File: src/rtl/apb_mux_pkg.sv
// Shared types and constants for the APB slave multiplexer and its error log.
package apb_mux_pkg;

    typedef enum logic [1:0] {
        IDLE   = 2'd0,
        ACCESS = 2'd1,
        DECERR = 2'd2,
        ABORT  = 2'd3
    } state_t;

    localparam logic [1:0] ERR_NONE = 2'b00;
    localparam logic [1:0] ERR_DEC  = 2'b01;
    localparam logic [1:0] ERR_TMO  = 2'b10;
    localparam logic [1:0] ERR_SLV  = 2'b11;

    function automatic int clog2(input int value);
        int width;
        width = 0;
        for (int i = 0; i < 31; i++) begin
            if ((1 << i) < value) begin
                width = i + 1;
            end
        end
        return width;
    endfunction

    // A single slave still needs a one-bit index so that nonzero upper bits decode as an error.
    function automatic int idx_width(input int slv_cnt);
        return (slv_cnt <= 1) ? 1 : clog2(slv_cnt);
    endfunction

endpackage

File: src/rtl/apb_err_log.sv
// Sticky first-error record: captures code and address only while empty; clear beats capture.
module apb_err_log
    import apb_mux_pkg::*;
#(
    parameter int ADDR_WIDTH = 12
) (
    input  logic                  clk,
    input  logic                  rst_n,
    input  logic                  clr,
    input  logic                  capture,
    input  logic [1:0]            code,
    input  logic [ADDR_WIDTH-1:0] addr,
    output logic                  err_valid,
    output logic [1:0]            err_code,
    output logic [ADDR_WIDTH-1:0] err_addr
);

    logic                  valid_reg;
    logic [1:0]            code_reg;
    logic [ADDR_WIDTH-1:0] addr_reg;

    always_ff @(posedge clk or negedge rst_n) begin
        if (!rst_n) begin
            valid_reg <= 1'b0;
            code_reg  <= ERR_NONE;
            addr_reg  <= '0;
        end else if (clr) begin
            valid_reg <= 1'b0;
            code_reg  <= ERR_NONE;
            addr_reg  <= '0;
        end else if (capture && !valid_reg) begin
            valid_reg <= 1'b1;
            code_reg  <= code;
            addr_reg  <= addr;
        end
    end

    assign err_valid = valid_reg;
    assign err_code  = code_reg;
    assign err_addr  = addr_reg;

endmodule

File: src/rtl/apb_slave_mux.sv
// APB4 decoder/multiplexer: routes one upstream master to up to 16 slaves and
// answers decode errors and access timeouts on its own.
module apb_slave_mux
    import apb_mux_pkg::*;
#(
    parameter int DATA_WIDTH     = 32,
    parameter int ADDR_WIDTH     = 12,
    parameter int SLV_ADDR_WIDTH = 8,
    parameter int SLV_CNT        = 4,
    parameter int TIMEOUT_CYCLES = 16
) (
    input  logic                          PCLK,
    input  logic                          PRESETn,
    input  logic [ADDR_WIDTH-1:0]         PADDR,
    input  logic                          PSEL,
    input  logic                          PENABLE,
    input  logic                          PWRITE,
    input  logic [DATA_WIDTH-1:0]         PWDATA,
    input  logic [DATA_WIDTH/8-1:0]       PSTRB,
    output logic                          PREADY,
    output logic [DATA_WIDTH-1:0]         PRDATA,
    output logic                          PSLVERR,
    output logic [SLV_CNT-1:0]            M_PSEL,
    output logic [SLV_ADDR_WIDTH-1:0]     M_PADDR,
    output logic                          M_PENABLE,
    output logic                          M_PWRITE,
    output logic [DATA_WIDTH-1:0]         M_PWDATA,
    output logic [DATA_WIDTH/8-1:0]       M_PSTRB,
    input  logic [SLV_CNT-1:0]            M_PREADY,
    input  logic [SLV_CNT*DATA_WIDTH-1:0] M_PRDATA,
    input  logic [SLV_CNT-1:0]            M_PSLVERR,
    output logic                          ERR_VALID,
    output logic [1:0]                    ERR_CODE,
    output logic [ADDR_WIDTH-1:0]         ERR_ADDR,
    input  logic                          ERR_CLR
);

    localparam int         IDX_W    = idx_width(SLV_CNT);
    localparam int         UP_W     = ADDR_WIDTH - SLV_ADDR_WIDTH;
    localparam bit         TMO_EN   = (TIMEOUT_CYCLES != 0);
    localparam logic [15:0] TMO_LAST = 16'((TIMEOUT_CYCLES == 0) ? 0 : TIMEOUT_CYCLES - 1);

    state_t           state_reg, state_next;
    logic [IDX_W-1:0] sel_idx_reg, sel_idx_next;
    logic [15:0]      cnt_reg, cnt_next;

    logic [UP_W-1:0]       addr_upper;
    logic [IDX_W-1:0]      addr_idx;
    logic                  in_range;
    logic                  setup;
    logic                  slv_ready;
    logic                  slv_err;
    logic [DATA_WIDTH-1:0] slv_rdata;
    logic                  rsp_ready;
    logic                  rsp_err;
    logic [DATA_WIDTH-1:0] rsp_rdata;
    logic                  penable_fwd;
    logic                  log_capture;
    logic [1:0]            log_code;
    logic                  sel_active;
    logic [IDX_W-1:0]      cur_idx;

    assign addr_upper = PADDR[ADDR_WIDTH-1:SLV_ADDR_WIDTH];
    assign addr_idx   = PADDR[SLV_ADDR_WIDTH +: IDX_W];
    assign in_range   = 32'(addr_upper) < SLV_CNT;
    assign setup      = PSEL && !PENABLE;

    always_comb begin
        slv_ready = 1'b0;
        slv_err   = 1'b0;
        slv_rdata = '0;
        for (int i = 0; i < SLV_CNT; i++) begin
            if (32'(sel_idx_reg) == i) begin
                slv_ready = M_PREADY[i];
                slv_err   = M_PSLVERR[i];
                slv_rdata = M_PRDATA[i*DATA_WIDTH +: DATA_WIDTH];
            end
        end
    end

    always_comb begin
        state_next   = state_reg;
        sel_idx_next = sel_idx_reg;
        cnt_next     = cnt_reg;
        rsp_ready    = 1'b0;
        rsp_err      = 1'b0;
        rsp_rdata    = '0;
        penable_fwd  = 1'b0;
        log_capture  = 1'b0;
        log_code     = ERR_NONE;
        case (state_reg)
            IDLE: begin
                if (setup) begin
                    sel_idx_next = addr_idx;
                    cnt_next     = '0;
                    state_next   = in_range ? ACCESS : DECERR;
                end
            end
            ACCESS: begin
                if (!PSEL) begin
                    state_next = IDLE;
                end else begin
                    penable_fwd = PENABLE;
                    if (PENABLE) begin
                        rsp_ready = slv_ready;
                        rsp_err   = slv_err;
                        rsp_rdata = slv_rdata;
                        if (slv_ready) begin
                            state_next  = IDLE;
                            log_capture = slv_err;
                            log_code    = ERR_SLV;
                        end else begin
                            cnt_next = cnt_reg + 16'd1;
                            if (TMO_EN && cnt_reg == TMO_LAST) begin
                                state_next = ABORT;
                            end
                        end
                    end
                end
            end
            DECERR: begin
                if (!PSEL) begin
                    state_next = IDLE;
                end else if (PENABLE) begin
                    rsp_ready   = 1'b1;
                    rsp_err     = 1'b1;
                    state_next  = IDLE;
                    log_capture = 1'b1;
                    log_code    = ERR_DEC;
                end
            end
            ABORT: begin
                state_next = IDLE;
                if (PSEL) begin
                    rsp_ready   = 1'b1;
                    rsp_err     = 1'b1;
                    log_capture = 1'b1;
                    log_code    = ERR_TMO;
                end
            end
            default: state_next = IDLE;
        endcase
    end

    always_ff @(posedge PCLK or negedge PRESETn) begin
        if (!PRESETn) begin
            state_reg   <= IDLE;
            sel_idx_reg <= '0;
            cnt_reg     <= '0;
        end else begin
            state_reg   <= state_next;
            sel_idx_reg <= sel_idx_next;
            cnt_reg     <= cnt_next;
        end
    end

    // Setup decodes straight from PADDR so the slave sees PSEL in the same cycle as the master.
    always_comb begin
        sel_active = 1'b0;
        cur_idx    = sel_idx_reg;
        if (state_reg == IDLE && setup && in_range) begin
            sel_active = 1'b1;
            cur_idx    = addr_idx;
        end else if (state_reg == ACCESS && PSEL) begin
            sel_active = 1'b1;
        end
    end

    for (genvar gi = 0; gi < SLV_CNT; gi++) begin : g_psel
        assign M_PSEL[gi] = PRESETn && sel_active && (32'(cur_idx) == gi);
    end

    assign M_PENABLE = PRESETn && penable_fwd;
    assign M_PADDR   = PADDR[SLV_ADDR_WIDTH-1:0];
    assign M_PWRITE  = PWRITE;
    assign M_PWDATA  = PWDATA;
    assign M_PSTRB   = PSTRB;

    assign PREADY  = PRESETn && PSEL && rsp_ready;
    assign PSLVERR = PRESETn && PSEL && rsp_err;
    assign PRDATA  = (PRESETn && PSEL) ? rsp_rdata : '0;

    apb_err_log #(
        .ADDR_WIDTH (ADDR_WIDTH)
    ) u_err_log (
        .clk       (PCLK),
        .rst_n     (PRESETn),
        .clr       (ERR_CLR),
        .capture   (log_capture),
        .code      (log_code),
        .addr      (PADDR),
        .err_valid (ERR_VALID),
        .err_code  (ERR_CODE),
        .err_addr  (ERR_ADDR)
    );

endmodule

File: config.mk
export PLATFORM = sky130hd
export DESIGN_NAME = apb_slave_mux
export DESIGN_NICKNAME = d
export VERILOG_FILES = /design/src/rtl/apb_mux_pkg.sv /design/src/rtl/apb_err_log.sv /design/src/rtl/apb_slave_mux.sv
export SDC_FILE = /design/constraint.sdc
export NUM_CORES = 1
export LEC_CHECK = 0
export BUFFER_PORTS_ARGS = -buffer_cell sky130_fd_sc_hd__buf_2
export CAP_MARGIN = 10
export CORE_ASPECT_RATIO = 2
export CORE_MARGIN = 4
export CORE_UTILIZATION = 25
export CTS_BUF_LIST = sky130_fd_sc_hd__clkbuf_8 sky130_fd_sc_hd__clkbuf_16
export DETAILED_ROUTE_END_ITERATION = 8
export PLACE_DENSITY = 0.61
export SYNTH_ARGS = -nofsm -noshare
export SYNTH_HDL_FRONTEND = slang
export SYNTH_HIERARCHICAL = 1
export SYNTH_SLANG_ARGS = --single-unit
File: constraint.sdc
create_clock -name PCLK -period 2.6 [get_ports PCLK]
set_clock_uncertainty 0.1 [all_clocks]
set_input_delay 0.52 -clock PCLK [delete_from_list [all_inputs] [get_ports PCLK]]
set_output_delay 0.52 -clock PCLK [all_outputs]
set_load 0.01 [all_outputs]
# Word-level counts from Yosys, hierarchy flattened
# Cells that the tools add are included.
[classes]
mux = 61
n_reduce_logical = 24
add_sub_neg = 1
magnitude_cmp = 1
eq_ne = 17
[op_table]
columns = ["cell", "count"]
rows = [
  ["two-way mux 32 bit", 8],
  ["two-way mux 16 bit", 4],
  ["one-hot mux 16 bit (2 select lines)", 1],
  ["two-way mux 2 bit", 15],
  ["two-way mux 1 bit", 26],
  ["two-way mux 12 bit", 2],
  ["adder 16 x 1 -> 16 bit, second input constant", 1],
  ["== test 16 x 4 -> 1 bit, second input constant", 1],
  ["logical AND 1 bit", 14],
  ["== test 2 bit, second input constant", 6],
  ["one-hot mux 1 bit (3 select lines)", 3],
  ["inequality test 2 bit, second input constant", 4],
  ["one-hot mux 2 bit (4 select lines)", 1],
  ["== test 2 x 1 -> 1 bit, second input constant", 3],
  ["logical NOT 2 bit", 3],
  ["inequality test 3 bit, second input constant", 2],
  ["one-hot mux 2 bit (3 select lines)", 1],
  ["AND reduction 5 bit", 1],
  ["< comparator 4 x 3 -> 1 bit, second input constant", 1],
  ["inequality test 4 bit, second input constant", 1],
  ["AND reduction 4 bit", 1],
  ["nonzero test 2 bit", 2],
  ["logical NOT 1 bit", 2],
  ["AND reduction 2 bit", 1],
]
[word_totals]
input_bits = 190
word_cells = 110
output_inout_bits = 99
ff_bits = 35

# Logic depth before layout (Yosys ltp)
# Gate-level depths: netlist (run 1).
[depth]
ltp_word = 12
mapped_depth = 8
depth_no_buf = 6

# Cells and area by module
# The synthesis (run 1) kept the hierarchy.
[by_module_without_submodules]
columns = ["mod", "cells_per_inst", "seq_area_each_um2", "instances", "area_per_inst_um2"]
rows = [
  ["apb_slave_mux", 269, 500.5, 1, 2585.0],
  ["apb_err_log", 66, 375.4, 1, 792.0],
]

# Least setup slack after synthesis (run 1)
# No wires, ideal clock.
[synth_path]
path_kind = "input to output"
startpoint = "input port PENABLE"
endpoint = "output port M_PSEL[0]"
n_path_buf = 1
slack_ps = 97
arrival_ps = 1883
stages = 5
cell_sequence = "clkbuf_1 -> nor4b_2 -> nand2_1 -> mux2_2 -> nor2_1"
[synth_between]
elab_chain_len = 7
[synth_lines]
columns = ["element", "line", "rtl"]
rows = [
  ["from (decl)", "apb_slave_mux.sv:16", "input logic PENABLE,"],
  ["logical NOT 1 bit *", "apb_slave_mux.sv:66", "assign setup = PSEL && !PENABLE;"],
  ["logical AND 1 bit *", "apb_slave_mux.sv:66", ""],
  ["logical AND 1 bit * (2 in a row)", "apb_slave_mux.sv:161", "if (state_reg == IDLE && setup && in_range) begin"],
  ["two-way mux 2 bit / two-way mux 1 bit (equally long branches)", "apb_slave_mux.sv:161", ""],
  ["logical NOT 2 bit / logical AND 1 bit (equally long branches)", "apb_slave_mux.sv:170", "assign M_PSEL[gi] = PRESETn && sel_active && (32'(cur_idx) == gi);"],
  ["logical AND 1 bit *", "apb_slave_mux.sv:170", ""],
  ["to (decl)", "apb_slave_mux.sv:23", "output logic [SLV_CNT-1:0] M_PSEL,"],
]
# Mark *: on every way between the ends. The rest lies on a longest branch, timed or not.

# Worst setup path after layout (run 1)
[layout_path]
startpoint = "register sel_idx_reg[0]"
endpoint = "output port PSLVERR"
[layout_between]
elab_chain_len = 9
[layout_lines]
columns = ["element", "line", "rtl"]
rows = [
  ["from (decl)", "apb_slave_mux.sv:44", "logic [IDX_W-1:0] sel_idx_reg, sel_idx_next;"],
  ["from (signal assigned)", "apb_slave_mux.sv:152", "sel_idx_reg <= sel_idx_next;"],
  ["logical NOT 2 bit", "apb_slave_mux.sv:73", "if (32'(sel_idx_reg) == i) begin"],
  ["two-way mux 1 bit (3 in a row)", "apb_slave_mux.sv:73", ""],
  ["two-way mux 1 bit *", "apb_slave_mux.sv:73", ""],
  ["two-way mux 1 bit *", "apb_slave_mux.sv:104", "if (PENABLE) begin"],
  ["two-way mux 1 bit *", "apb_slave_mux.sv:100", "if (!PSEL) begin"],
  ["one-hot mux 1 bit (3 select lines) *", "apb_slave_mux.sv:91", "case (state_reg)"],
  ["logical AND 1 bit *", "apb_slave_mux.sv:180", "assign PSLVERR = PRESETn && PSEL && rsp_err;"],
  ["to (decl)", "apb_slave_mux.sv:22", "output logic PSLVERR,"],
]
# Marked as above.

==> summary.md, run 1 <==
| Metric | Value |
|---|---|
| Worst r2r src | sel_idx_reg[0] |
| CTS tree | yes |
| First drt pass iteration count | 4 |
| Clock slew at reported path FFs | 0.06 ns |
| DPL Wire Length | 13000 um |
| Die ar. | 15500 um2 |
| Slew margin rel. | 70.1% |
| Nets | 691 |
| HP Class | in -> async |
| Startpoint types | flip-flop |
| Layout cell share with drive strength beyond 1 | 56.9% |
| Switching power | 0.591 mW |
| WL met1 | 4870 um |
| Final setup fails | 0 |
| Yosys reg bits | 35 |
| R2R cell count | 5 |
| Clock Power Share | 33.9% |
| # fillers | 1371 |
| Average wire per standard cell | 23.4 um |
| Cell area after layout | 4490 um2 |
| H-Tree Depth | 2 |
| Met2 Routed Length | 7610 um |
| Post-synth EDFFs | 0 |
| Crit Path Class | reg -> out |
| RSZ-0062 raised after global routing | yes |
| Remaining global-route overflow | 0 |
| Hold Fails Final Rpt | 0 |
| Highest metal used | met4 |
| Outcome | finished clean |
| Vias | 3361 |
| Max-Cap Viols | 0 |
| Worst r2r dst | cnt_reg[14] |
| Final Hold Slack | 0.133 ns |
| # DRC | 0 |
| PD cells | 445 nW/um2 |
| CTS buffer count | 5 |
| Worst slew pin tran | 0.445 ns |
| TritonCTS Sinks | 35 |
| Design internal power | 1.41 mW |
| Largest net degree at the start of global routing | 34 |
| Post-Syn Nets | 526 |
| Area growth syn-to-layout | 33.1% |
| VDD IR-drop max | 0.000264 V |
| Fmax | 0.396 GHz |
| Register Area | 878 um2 |
| Asr flop ratio synth | 100% |
| Die Ht | 172 um |
| Multi-input gate area | 2020 um2 |
| Global-route wire length before repair | 22400 um |
| Overall routing resource usage | 19.1% |
| Switching share of power | 29.5% |
| Mapped cell area | 3380 um2 |
| CTS max path bufs | 2 |
| Reg power frac | 29.0% |
| CORE AREA | 13100 um2 |
| Vias in the first global route | 3691 |
| Sequential share of the synthesized area | 25.9% |
| Data arrival time of the critical path | 1.90 ns |
| Pleak | 2.15 nW |
| Number of flip-flops under the largest register name | 16 |
| Met3 wire length | 2220 um |
| Crit end category | output pin |
| Average size of a mapped cell | 10.1 um2 |
| Antenna violations before repair | 1 |
| Final Cycle Share | 97.1% |
| Vias per inst | 5.14 |
| Mapped Cells | 335 |
| Yosys warns | 6 |
| Max-slew violation count | 0 |
| Unique masters post-synth | 41 |
| Post-layout util | 34.2% |
| Setup_tns | 0 ns |
| Ys flop type | dfrtp_1 |
| Gp weighted congestion | 0.883 |
| Period minus WS final | 2.52 ns |
| CTS root buffer | clkbuf_16 |
| Worst-Skew Late Latency | 0.28 ns |
| Drt total wl | 15300 um |
| Final ANT Viol Nets | 0 |
| Rows | 59 |
| R2R Setup Slk | 0.16 ns |
| Post-Layout Cell Count | 654 |
| Die width | 90.2 um |
| Critical Path RT | 1.98 ns |
| Placed cell areas | 4290 um2 |
| Combinational share of power | 37.1% |
| IO Pins | 289 |
| Initial DRC count | 182 |
| Worst-path maximum fanout | 14 |
| Worst setup startpoint | sel_idx_reg[0] |
| Number of port buffers | 214 |
| Inst Count DP | 644 |
| Starting density of the core | 25.7% |
## power by group through the flow
stage / registers [mW] / logic (mW) / clock network, mW
CTS: 0.580 / 0.733 / 0.689
global route: 0.582 / 0.798 / 0.711
global placement: 0.588 / 0.721 / 0
detailed placement: 0.588 / 0.723 / 0
floorplan: 0.576 / 0.506 / 0
finish: 0.580 / 0.742 / 0.679
## timing repair
item | CTS | global route
endpoints found under the setup margin | 13 | 16
gates resized for setup | 2 | 6
hold buffers | 0 | 0
hold endpoints to repair | 0 | 0
buffers inserted | 0 | 1
## how the worst max path moves through the flow
stage / end / slack, ns
after detailed placement: cnt_reg[13] / 0.09
final: PSLVERR / 0.08
after global placement: cnt_reg[15] / 0.11
after CTS: M_PSEL[3] / 0.02
after floorplan: M_PSEL[0] / 0.1
after global routing: PSLVERR / -0.03
## metrics by stage
stage | power, mW | setup WS (ns)
global placement | 1.31 | 0.108
detailed placement | 1.31 | 0.0881
CTS | 2.00 | 0.0152
finish | 2.00 | 0.0767
global route | 2.09 | -0.0259
floorplan | 1.08 | 0.0966
## cells in the mapped netlist, types with 4 or more instances
cell        n  area (um2)
dfrtp_1    35         876
a21oi_1    11        55.1
or3_1       9        56.3
nand4bb_1  14         158
nand2b_1   15        93.8
nand3_1     7        35.0
o21ai_2    10        87.6
nor3_1      5        25.0
xnor2_1     5        43.8
inv_1       7        26.3
clkbuf_1   16        60.1
nor2_1     15        56.3
nor2b_1    33         206
buf_4      45         338
nand4_1     4        25.0
buf_6       4        45.0
nand2_1    17        63.8
or4_1       5        37.5
o21ai_0     9        45.0
mux4_2     34         766
## worst max-delay path: stages, from the launching register on
cell and delay [ns]:
dfrtp_2 0.43, buf_6 0.23, mux4_2 0.62, nand3_1 0.13, a21oi_1 0.07, buf_2 0.14
## placed cells by master, fill, tap and decap left out, types with 3 or more instances in the layout
cell	count
buf_2	214
buf_4	9
nand2b_1	15
or3_1	9
o21ai_2	10
mux4_2	34
xnor2_1	5
nand4bb_1	14
mux2i_1	3
nand3_1	7
nor2_1	15
nand2_1	17
clkbuf_16	5
nand4_1	4
dfrtp_1	33
inv_1	8
or4_1	5
buf_6	3
nor4_1	3
o21ai_0	9
o21ai_1	3
o31ai_1	3
nor3_1	5
nor2b_1	33
a21oi_1	10
## cell type report
class	count	area share, %
Clock inverter	3	0.919
Multi-Input combinational cell	223	45.0
Sequential cell	35	19.5
Antenna cell	1	0.0557
Inverter	7	0.585
Clock buffer	5	2.78
Timing Repair Buffer	228	26.9
Tap cell	152	4.23
## kinds of logic (layout without fill, tap and decap cells)
family,Yosys count,after routing,synth area share (%)
AO/OA/AOI/OAI,43,43,8.48
XOR/XNOR,6,6,1.56
adder cells (fa/ha/maj),1,1,0.370
buffers and inverters,77,243,14.5
flip-flops,35,35,25.9
multiplexers,38,38,23.9
other,0,1,0
AND/OR/NAND/NOR,135,135,25.2
## routing by layer
metal  up-vias  global-route usage [%]
met2       195                    33.1
li1       1518                       -
met5         -                       0
met1      1600                    19.1
met3        48                    9.93
met4         0                    8.54
(Power assumes the default switching activity.)
==> run 2, diff against run 1 <==
--- a/config.mk
+++ b/config.mk
@@ -7,12 +7,11 @@
 export LEC_CHECK = 0
 export BUFFER_PORTS_ARGS = -buffer_cell sky130_fd_sc_hd__buf_2
 export CAP_MARGIN = 10
-export CORE_ASPECT_RATIO = 2
-export CORE_MARGIN = 4
-export CORE_UTILIZATION = 25
+export CORE_AREA = 4 4 110 112
 export CTS_BUF_LIST = sky130_fd_sc_hd__clkbuf_8 sky130_fd_sc_hd__clkbuf_16
 export DETAILED_ROUTE_END_ITERATION = 8
-export PLACE_DENSITY = 0.61
+export DIE_AREA = 0 0 114 116
+export PLACE_DENSITY = 0.7
 export SYNTH_ARGS = -nofsm -noshare
 export SYNTH_HDL_FRONTEND = slang
 export SYNTH_HIERARCHICAL = 1
==> run 2 against run 1 <==
Combinational power is 8.9% lower; critical endpoint is now PREADY; worst setup slack better by 0.011 ns; largest cell class unchanged; first-iteration DRC count increased by 23%; non-clock buffer count unchanged; hold slack lost 0.0045 ns; die area decreased by 15%.
==> summary.md, run 2 (synthesized netlist as in run 1, its figures left out) <==
| Metric | Value |
|---|---|
| Outcome | finished clean (unchanged) |
| Crit end category | output pin (unchanged) |
| H-Tree Depth | 2 (unchanged) |
| Die Ht | 116 um (was 172 um) |
| Layout cell share with drive strength beyond 1 | 57.3% (was 56.9%) |
| CTS tree | yes (unchanged) |
| Commonest non-fill, non-tap cell in the layout | buf_2 (unchanged) |
| Initial DRC count | 224 (was 182) |
| Nets | 691 (unchanged) |
| Pleak | 2.17 nW (was 2.15 nW) |
| Slowest stage delay, CP | 0.57 ns (was 0.62 ns) |
| Number of flip-flops under the largest register name | 16 (unchanged) |
| Reg power frac | 28.6% (was 29.0%) |
| R2R Setup Slk | 0.13 ns (was 0.16 ns) |
| Max-slew violation count | 0 (unchanged) |
| RSZ-0062 raised after global routing | no (was yes) |
| Worst r2r src | sel_idx_reg[0] (unchanged) |
| Number of port buffers | 214 (unchanged) |
| Clock Power Share | 38.1% (was 33.9%) |
| Vias | 3311 (was 3361) |
| Design internal power | 1.50 mW (was 1.41 mW) |
| Area growth syn-to-layout | 33.7% (was 33.1%) |
| Final Hold Slack | 0.129 ns (was 0.133 ns) |
| Total power | 2.03 mW (was 2.00 mW) |
| Final setup fails | 0 (unchanged) |
| # diodes | 0 (was 1) |
| R2R cell count | 5 (unchanged) |
| Crit Path Class | reg -> out (unchanged) |
| Met3 wire length | 1030 um (was 2220 um) |
| WL met1 | 4770 um (was 4870 um) |
| TritonCTS Sinks | 35 (unchanged) |
| Data arrival time of the critical path | 1.89 ns (was 1.90 ns) |
| Clock slew at reported path FFs | 0.05 ns (was 0.06 ns) |
| Startpoint types | flip-flop (unchanged) |
| CTS max path bufs | 2 (unchanged) |
| Average wire per standard cell | 18.7 um (was 23.4 um) |
| Fmax | 0.398 GHz (was 0.396 GHz) |
| Starting density of the core | 30.1% (was 25.7%) |
| Highest metal used | met5 (was met4) |
| Switching share of power | 26.0% (was 29.5%) |
| Combinational share of power | 33.3% (was 37.1%) |
| Remaining global-route overflow | 0 (unchanged) |
| Cell area after layout | 4520 um2 (was 4490 um2) |
| Die ar. | 13200 um2 (was 15500 um2) |
| Hold-fix buffers at CTS | 0 (unchanged) |
| Max-Cap Viols | 0 (unchanged) |
| Worst slew pin tran | 0.600 ns (was 0.445 ns) |
| Final ANT Viol Nets | 0 (unchanged) |
| Post-layout util | 40.2% (was 34.2%) |
| Largest net degree at the start of global routing | 34 (unchanged) |
| Cells along the critical path | mux4_2, buf_4, a21oi_2, nor3_1, buf_2 (was buf_6, mux4_2, nand3_1, a21oi_1, buf_2) |
| PD cells | 450 nW/um2 (was 445 nW/um2) |
| Final Cycle Share | 96.6% (was 97.1%) |
| Worst setup margin | 0.0880 ns (was 0.0767 ns) |
| CORE AREA | 11200 um2 (was 13100 um2) |
| Met2 Routed Length | 5980 um (was 7610 um) |
| # DRC | 0 (unchanged) |
| Period minus WS final | 2.51 ns (was 2.52 ns) |
| HP Class | in -> async (unchanged) |
| CP max stage cell | mux4_2 (unchanged) |
| Worst-Skew Late Latency | 0.28 ns (about the same) |
| Antenna violations before repair | 1 (unchanged) |
| First drt pass iteration count | 4 (unchanged) |
| Overall routing resource usage | 16.8% (was 19.1%) |
| CTS buffer count | 5 (unchanged) |
| Most frequent cells in the layout | buf_2, mux4_2, dfrtp_1 (was buf_2, mux4_2, nor2b_1, dfrtp_1, nand2_1) |
| VDD IR-drop max | 0.000259 V (was 0.000264 V) |
| Switching power | 0.529 mW (was 0.591 mW) |
| Slew margin rel. | 59.9% (was 70.1%) |
| Placed cell areas | 4290 um2 (about the same) |
| Worst r2r dst | cnt_reg[13] (was cnt_reg[14]) |
| DPL Wire Length | 9910 um (was 13000 um) |
| CTS root buffer | clkbuf_16 (unchanged) |
| Setup WS pre-CTS | -0.0310 ns (was 0.0881 ns) |
| Critical Path RT | 1.98 ns (about the same) |
| Vias per inst | 5.14 (about the same) |
| Gp weighted congestion | 0.985 (was 0.883) |
| Drt total wl | 12000 um (was 15300 um) |
| Worst-path maximum fanout | 11 (was 14) |
| Global-route wire length before repair | 17500 um (was 22400 um) |
| Rows | 39 (was 59) |
| IO Pins | 289 (unchanged) |
| Hold Fails Final Rpt | 0 (unchanged) |
| Vias in the first global route | 3370 (was 3691) |
| Die width | 114 um (was 90.2 um) |
[run 2: layout make-up]
class | count | area, um2
clock buffers | 5 | 125
clock inverters | 3 | 67.6
fillers | 1117 | 6710
inverters | 7 | 26.3
multi-input cells | 223 | 2040
flip-flops and latches | 35 | 877
well taps | 143 | 179
repair buffers | 228 | 1200
[run 2: power by group through the flow]
stage          clock, mW  combinational (mW)  sequential [mW]
3_5_place_dp           0               0.662            0.587
6_report           0.774               0.676            0.581
3_3_place_gp           0               0.653            0.587
5_1_grt            0.807               0.728            0.583
4_1_cts            0.786               0.671            0.579
2_1_floorplan          0               0.506            0.576
[run 2: routing by layer]
layer	track usage [%]	up-vias
li1	-	1524
met1	20.9	1605
met2	29.5	163
met3	3.92	17
met4	4.35	2
met5	0	-
[run 2: worst max path at each step]
stage | start | cells after the start | to
final | sel_idx_reg[0] | 5 | PREADY
after global routing | sel_idx_reg[0] | 5 | PREADY
after detailed placement | M_PREADY[3] | 6 | cnt_reg[13]
after floorplan | PENABLE | 5 | M_PSEL[0]
after CTS | sel_idx_reg[0] | 5 | u_err_log/err_addr[9]
after global placement | M_PREADY[3] | 6 | cnt_reg[13]
[run 2: what timing repair did]
item                                    in CTS  in global routing
resized for setup                            2                  5
hold endpoints to repair                     0                  0
buffers inserted                             0                  0
endpoints found under the setup margin      29                 23
[run 2: worst max-delay path: cells and delay by family (launching register included)]
| kind | cells | cell delay [ns] |
|---|---|---|
| AOI/OAI and AO/OA | 1 | 0.16 |
| and+or+nand+nor | 1 | 0.09 |
| DFF | 1 | 0.43 |
| muxes | 1 | 0.57 |
| buffers and inverters | 2 | 0.36 |
[run 2: metrics by stage]
step	TNS, ns	cells
2_1_floorplan	0	335
3_3_place_gp	0	636
3_5_place_dp	-0.0573	636
4_1_cts	0	644
5_1_grt	0	644
6_report	0	644
